--- config.mk ---
export PLATFORM = sky130hd
export DESIGN_NAME = inst_mem_wait
export DESIGN_NICKNAME = d
export VERILOG_FILES = /design/src/rtl/inst_mem_wait.sv
export SDC_FILE = /design/constraint.sdc
export NUM_CORES = 1
export LEC_CHECK = 0
export ABC_AREA = 1
export CORE_ASPECT_RATIO = 1.4
export CORE_UTILIZATION = 55
export CTS_BUF_LIST = sky130_fd_sc_hd__clkbuf_8
export CTS_CLUSTER_SIZE = 10
export DETAILED_ROUTE_END_ITERATION = 8
export DONT_BUFFER_PORTS = 1
export PLACE_DENSITY = 0.7
export SYNTH_ARGS = -nofsm -noshare
export SYNTH_HDL_FRONTEND = slang
export SYNTH_SLANG_ARGS = --single-unit
--- constraint.sdc ---
create_clock -name Clk -period 2.95 [get_ports Clk]
set_input_delay 0.59 -clock Clk [delete_from_list [all_inputs] [get_ports Clk]]
set_output_delay 0.59 -clock Clk [all_outputs]
set_load 0.02 [all_outputs]
--- src/rtl/inst_mem_wait.sv ---
// Writable instruction memory with a req/ready fetch handshake and a programmable
// number of wait states; bad fetch addresses complete early with an AddrErr pulse.
//
// state  | meaning
// S_IDLE | no fetch outstanding, outputs hold the last result
// S_WAIT | fetch accepted, wait-state down-counter running, Busy=1
// S_DONE | Ready/AddrErr pulse cycle; a new Req here starts the next fetch
module inst_mem_wait #(
  parameter int          DEPTH_LOG2  = 5,
  parameter int          WAIT_STATES = 1,
  parameter logic [31:0] NOP_WORD    = 32'h0000_0000
) (
  input  logic                  Clk,
  input  logic                  Clrn,
  input  logic                  Req,
  input  logic [31:0]           Addr,
  output logic [31:0]           Inst,
  output logic                  Ready,
  output logic                  AddrErr,
  output logic                  Busy,
  input  logic                  Ld_we,
  input  logic [DEPTH_LOG2-1:0] Ld_addr,
  input  logic [31:0]           Ld_data
);

  localparam int         DEPTH   = 1 << DEPTH_LOG2;
  localparam logic [3:0] WS_LOAD = 4'(WAIT_STATES);

  typedef enum logic [1:0] {S_IDLE, S_WAIT, S_DONE} state_t;

  state_t                state_q, state_d;
  logic [3:0]            cnt_q, cnt_d;
  logic [DEPTH_LOG2-1:0] idx_q, idx_d;
  logic [31:0]           inst_q, inst_d;
  logic                  ready_q, ready_d;
  logic                  err_q, err_d;

  logic [31:0]           mem_q [DEPTH];
  logic [DEPTH_LOG2-1:0] req_idx;
  logic                  req_bad;
  logic [DEPTH_LOG2-1:0] rd_idx;
  logic [31:0]           rd_data;

  assign req_idx = Addr[DEPTH_LOG2+1:2];
  assign req_bad = (Addr[1:0] != 2'b00) || ((Addr >> (DEPTH_LOG2 + 2)) != 32'd0);

  // A fetch reads with the latched index from WAIT, or straight from Addr when
  // there are no wait states; a same-edge loader write to that word wins.
  assign rd_idx  = (state_q == S_WAIT) ? idx_q : req_idx;
  assign rd_data = (Ld_we && (Ld_addr == rd_idx)) ? Ld_data : mem_q[rd_idx];

  always_comb begin
    state_d = state_q;
    cnt_d   = cnt_q;
    idx_d   = idx_q;
    inst_d  = inst_q;
    ready_d = 1'b0;
    err_d   = 1'b0;
    case (state_q)
      S_IDLE, S_DONE: begin
        if (Req) begin
          idx_d = req_idx;
          cnt_d = WS_LOAD;
          if (req_bad) begin
            state_d = S_DONE;
            ready_d = 1'b1;
            err_d   = 1'b1;
            inst_d  = NOP_WORD;
          end else if (WAIT_STATES == 0) begin
            state_d = S_DONE;
            ready_d = 1'b1;
            inst_d  = rd_data;
          end else begin
            state_d = S_WAIT;
          end
        end else begin
          state_d = S_IDLE;
        end
      end
      S_WAIT: begin
        if (cnt_q == 4'd1) begin
          state_d = S_DONE;
          ready_d = 1'b1;
          inst_d  = rd_data;
          cnt_d   = 4'd0;
        end else begin
          cnt_d = cnt_q - 4'd1;
        end
      end
      default: state_d = S_IDLE;
    endcase
  end

  always_ff @(posedge Clk or negedge Clrn) begin
    if (!Clrn) begin
      state_q <= S_IDLE;
      cnt_q   <= 4'd0;
      idx_q   <= '0;
      inst_q  <= NOP_WORD;
      ready_q <= 1'b0;
      err_q   <= 1'b0;
    end else begin
      state_q <= state_d;
      cnt_q   <= cnt_d;
      idx_q   <= idx_d;
      inst_q  <= inst_d;
      ready_q <= ready_d;
      err_q   <= err_d;
    end
  end

  // Program storage is deliberately not reset; the loader fills it at run time.
  always_ff @(posedge Clk) begin
    if (Ld_we) mem_q[Ld_addr] <= Ld_data;
  end

  assign Inst    = inst_q;
  assign Ready   = ready_q;
  assign AddrErr = err_q;
  assign Busy    = (state_q == S_WAIT);

endmodule

======== Word level (Yosys, flattened, before mapping) ========
Memory sizes are Yosys's and may differ from the RTL's.
Cells that the tools add are included.
storage, ports and cells
  register bits ........................... 45
  memory bits (writable) .................. 1024
  output and inout port bits .............. 35
  word-level logic and storage cells ...... 45
  memories ................................ 1
memory list
  name   depth  bits a word  read ports  clocked after Yosys merged registers in  write ports  RTL line  text
  mem_q  32     32           1           0                                        1            38        logic [31:0] mem_q [DEPTH];
operators by class
  add/subtract/negate cells ............... 1
  equality and inequality tests ........... 7
  mux-type cells .......................... 20
  reductions and logical operators ........ 10
operator list
  cell                                                   count
  two-way mux 32 bit                                     4
  case mux 32 bit (2 select lines)                       1
  nonzero test 32 bit                                    1
  two-way mux 4 bit                                      2
  case mux 4 bit (2 select lines)                        1
  two-way mux 1 bit                                      6
  two-way mux 2 bit                                      3
  equality test 5 bit                                    1
  two-way mux 5 bit                                      1
  equality test 4 x 1 -> 1 bit, second input constant    1
  inequality test 2 bit, second input constant           2
  case mux 2 bit (2 select lines)                        1
  AND reduction 2 bit                                    2
  AND reduction 4 bit                                    1
  nonzero test 2 bit                                     2
  subtractor 4 x 1 -> 4 bit, second input constant       1
  equality test 2 x 1 -> 1 bit, second input constant    1
  equality test 2 bit, second input constant             1
  zero test 2 bit                                        1
  inequality test 2 x 1 -> 1 bit, second input constant  1
  case mux 1 bit (2 select lines)                        1
  OR reduction 2 bit                                     1
  logical AND 1 bit                                      1
  logical OR 1 bit                                       1

======== Depth between registers and ports, before layout ========
  word-level depth ........................ 7
  mapped depth ............................ 15

======== Worst setup path before layout ========
Ideal clock, no wire load.
  kind .................................... input to register
  start ................................... input port Ld_addr[0]
  end ..................................... memory mem_q[26][0], enable pin
  setup time .............................. 0.421 ns
  data arrival time ....................... 2.260 ns
  required time ........................... 2.529 ns
  setup slack ............................. 0.269 ns
  stages .................................. 3
  cells stage by stage .................... inv_1 nand3_1 nor2_1
RTL lines
  item             RTL line  text
  start, declared  22        input logic [DEPTH_LOG2-1:0] Ld_addr,
  end, declared    38
No word-level cell before the write port.

======== Worst setup path after layout ========
  start ................................... register state_q[1]
  end ..................................... register inst_q[4] (netlist: Inst[4])
between the ends
  word-level cells in the longest chain between the ends .. 7
  elaborated cells between the ends (all ways) .. 16
  those cells by class .................... eq/ne: 6; mux: 4; reduce/logical: 5; memory: 1
ends and longest elaborated chain
  item                                                               RTL line  text
  start, declared                                                    31        state_t state_q, state_d;
  start signal, assigned                                             103       state_q <= state_d;
  branches (longest 7 deep; another with memory read (32 x 32 bit))  --
  end signal, assigned                                               106       inst_q <= inst_d;
  end, declared                                                      34        logic [31:0] inst_q, inst_d;
Several ways; the timed one is not identified. The select of a mux whose other input is x is not followed.
A chain may end at the register's enable or synchronous reset.

==> impl_metrics.csv <==
group,metric,value,unit
outcome,status,"complete, no violations",
pwr,internal_power,22.93,mW
final_layout,mostFrequentLayoutCells,"nand3_1 (1230), edfxtp_1 (1024), nand2_1 (914)",
worst_setup_path,critPathLaunchType,"register",
clock_tree,cts_root_buf,"clkbuf_8",
final_layout,drive_gt1_frac,0.09911,
detailed_routing,via_count,30150,
final_layout,final_common_cell,"nand3_1",
die,dieHeight,334.4,um
die,start_util,0.5568,
detailed_routing,drtIter0Drc,3674,
final_layout,area_growth,12.30,%
clock_tree,clk_pin_slew,0.06,ns
global_route,grt_max_degree,111,
clock_tree,cts.repair.resized,0,
final_layout,fin_cells,4872,
synthesis,yosysSeqAreaShare,0.7343,
worst_setup_path,crit_top_cell,"nand3_1",
sta,tightestPinTransition,1.276,ns
global_route,grt_antenna_before_repair,4,
die,die_w,239.4,um
sta,setup_tns,0,ns
pwr,power.density,612.4,nW/um^2
pwr,p_sw_frac,0.2318,
sta,holdWs,0.03774,ns
detailed_routing,wire_per_inst,25.71,um
clock_tree,ctsHtreeMaxLevel,4,
sta,clock.fmax,374.8,MHz
detailed_routing,antenna_left,0,
sta,fin_ws,0.2816,ns
detailed_routing,routed_wl,125300,um
clock_tree,cts_tree,"yes",
pwr,power_switching,6.919,mW
worst_setup_path,critPathArrivalTime,3.37,ns
placement,place_inst,4555,
placement,hpwl,64650,um
placement,place.gp.congestion,0.8217,
pwr,finalPower,29.85,mW
worst_setup_path,cpPeakStageDelay,0.36,ns
final_layout,nNetsFinal,3782,
pwr,clkPwrFrac,0.371,
worst_setup_path,cp_cell_sequence,"inv_1, nand2_2, inv_1, nand2_1, nand2_4, buf_12, buf_12, nand3_1, nand3_1, nand3_1, nand3_1, nand3_1, nand2_1, nand2_1",
final_layout,fin_util,0.6252,
synthesis,syn_area,43410,um^2
sta,drv_slew,0,
worst_setup_path,cp_data_required_time,3.65,ns
sta,grt_setup_unrepaired,"false",
final_layout,design_area,48750,um^2
synthesis,syn_area_per_cell,11.95,um^2
job,max_cap_violations,0,
pwr,p_leak,17.53,nW
synthesis,ys.warnings.count,0,
worst_setup_path,endpoint_kind,"register",
sta,period_needed,2.668,ns
clock_tree,clkSinkCount,1069,
die,num_io_pins,108,
worst_setup_path,crit_buf_inv,4,
placement,place_ws,0.2777,ns
global_route,gr-total-overflow,0,
synthesis,synth_cell_types,26,
final_layout,multi_input_comb_area,10570,um^2
detailed_routing,viasPerCell,6.188,
sta,finalHoldViolCount,0,
sta,max_slew_margin,0.1469,
die,die-area,80070,um^2
detailed_routing,drtPass1Iterations,5,
die,coreArea,77970,um^2
synthesis,synthCells,3632,
pwr,combPwrFrac,0.064,
die,rows,121,
synthesis,synth_seq_cells,1069,
worst_setup_path,crit_fanout,33,
worst_setup_path,crit_type,"register to register",
pwr,seqPwrFrac,0.565,
final_layout,fillers,5814,
pwr,vdd_ir_drop_max,427.3,uV
clock_tree,insertion_delay,0.83,ns
worst_setup_path,cpLargestDelayFamily,"simple AND/OR/NAND/NOR gates",
sta,setup_viol,0,
placement,numPortBuffers,0,
worst_hold_path,min_path_type,"input port to register",
synthesis,synth_nets,3707,
detailed_routing,drc,0,
sta,finalCritPeriodShare,0.9045,
clock_tree,clockBufferDepth,3,
global_route,grt_pass1_wl,184300,um
final_layout,regArea,31880,um^2
worst_setup_path,slowest_stage,"dfrtp_1",
clock_tree,cts_buffers,155,
global_route,grt_usage,0.3179,
placement,dpl-instance-area,45410,um^2
sta,fin_skew,0.03293,ns
global_route,grt_pass1_vias,29120,
cell usage after synthesis (all sizes together):
| library cell | count | area [um^2] |
|---|---|---|
| nor3 | 1 | 5.000 |
| o21ai | 11 | 70.07 |
| nand4 | 2 | 12.51 |
| ha | 2 | 25.02 |
| dfrtp | 45 | 1126 |
| inv | 23 | 86.33 |
| buf | 171 | 900.9 |
| nand2 | 920 | 3458 |
| clkbuf | 82 | 307.8 |
| nor2 | 100 | 375.4 |
| xor2 | 2 | 17.52 |
| o22ai | 6 | 37.54 |
| a31oi | 1 | 6.260 |
| xnor2 | 1 | 8.760 |
| nor4 | 6 | 37.54 |
| edfxtp | 1024 | 30750 |
| a21oi | 2 | 10.01 |
| nand3 | 1233 | 6176 |
per-layer routing:
layer	wire length, um	GRT usage	up-vias
li1	-	-	13240
met1	44410	0.4099	14640
met2	60290	0.5093	1874
met3	14060	0.06281	397
met4	6515	0.1720	0
met5	0	0	-
registers in the layout, summed over array words and instances (netlist names):
signal and cells:
mem_q 1024, state_q 2, cnt_q 4, Inst 32, idx_q 5, Ready 1
AddrErr 1
logic make-up after synthesis:
kind of cell / count (synthesis) / synth area share
AO/OA/AOI/OAI: 20 / 0.002854
XOR/XNOR: 3 / 0.0006054
adder cells (fa/ha/maj): 2 / 0.0005764
buffers and inverters: 276 / 0.02983
flip-flops: 1069 / 0.7343
AND/OR/NAND/NOR: 2262 / 0.2318
repair_timing:
| item | in CTS | in global routing |
|---|---|---|
| setup buffers | 0 | 0 |
| endpoints found under the hold margin | 1095 | 0 |
| hold buffers | 40 | 0 |
worst register-to-register path, cell delays in order (launching register included):
cell	delay [ns]
dfrtp_1	0.36
inv_1	0.15
nand2_2	0.32
inv_1	0.18
nand2_1	0.10
nand2_4	0.19
buf_12	0.25
buf_12	0.23
nand3_1	0.10
nand3_1	0.07
nand3_1	0.09
nand3_1	0.16
nand3_1	0.14
nand2_1	0.15
nand2_1	0.08
path summary, 6_finish.rpt:
path                                         from                   end  slack, ns  depth (start not counted)
hold / removal                        Ld_data[25]  Inst[25]$_DFFE_PN0P_       0.04                          4
min in group asynchronous                    Clrn  Inst[27]$_DFFE_PN0P_       0.37                          2
max in group asynchronous                    Clrn  Inst[21]$_DFFE_PN0P_       2.21                          2
setup / recovery           state_q[1]$_DFFE_PN0N_   Inst[4]$_DFFE_PN0P_       0.28                         14
setup reg to reg           state_q[1]$_DFFE_PN0N_   Inst[4]$_DFFE_PN0P_       0.28                         14
hold reg to reg              cnt_q[1]$_DFFE_PN0P_  cnt_q[1]$_DFFE_PN0P_       0.57                          2
power by group through the flow:
stage | Sequential (mW) | Combinational [mW] | Clock, mW
finish | 16.9 | 1.91 | 11.1
global route | 16.9 | 2.06 | 11.8
CTS | 16.9 | 1.89 | 11.2
detailed placement | 17.2 | 1.62 | 0
global placement | 17.2 | 1.60 | 0
floorplan | 17.2 | 1.06 | 0
area by class of cell:
cell class,instances,area share
tap,1045,0.02682
clock buffer,171,0.04828
clock inverter,103,0.01050
multi-input combinational,2287,0.2169
antenna,3,0.0001540
inverter,23,0.001899
timing repair buffer,171,0.04158
sequential,1069,0.6539
No activity file was read; power rests on OpenSTA's default activity.
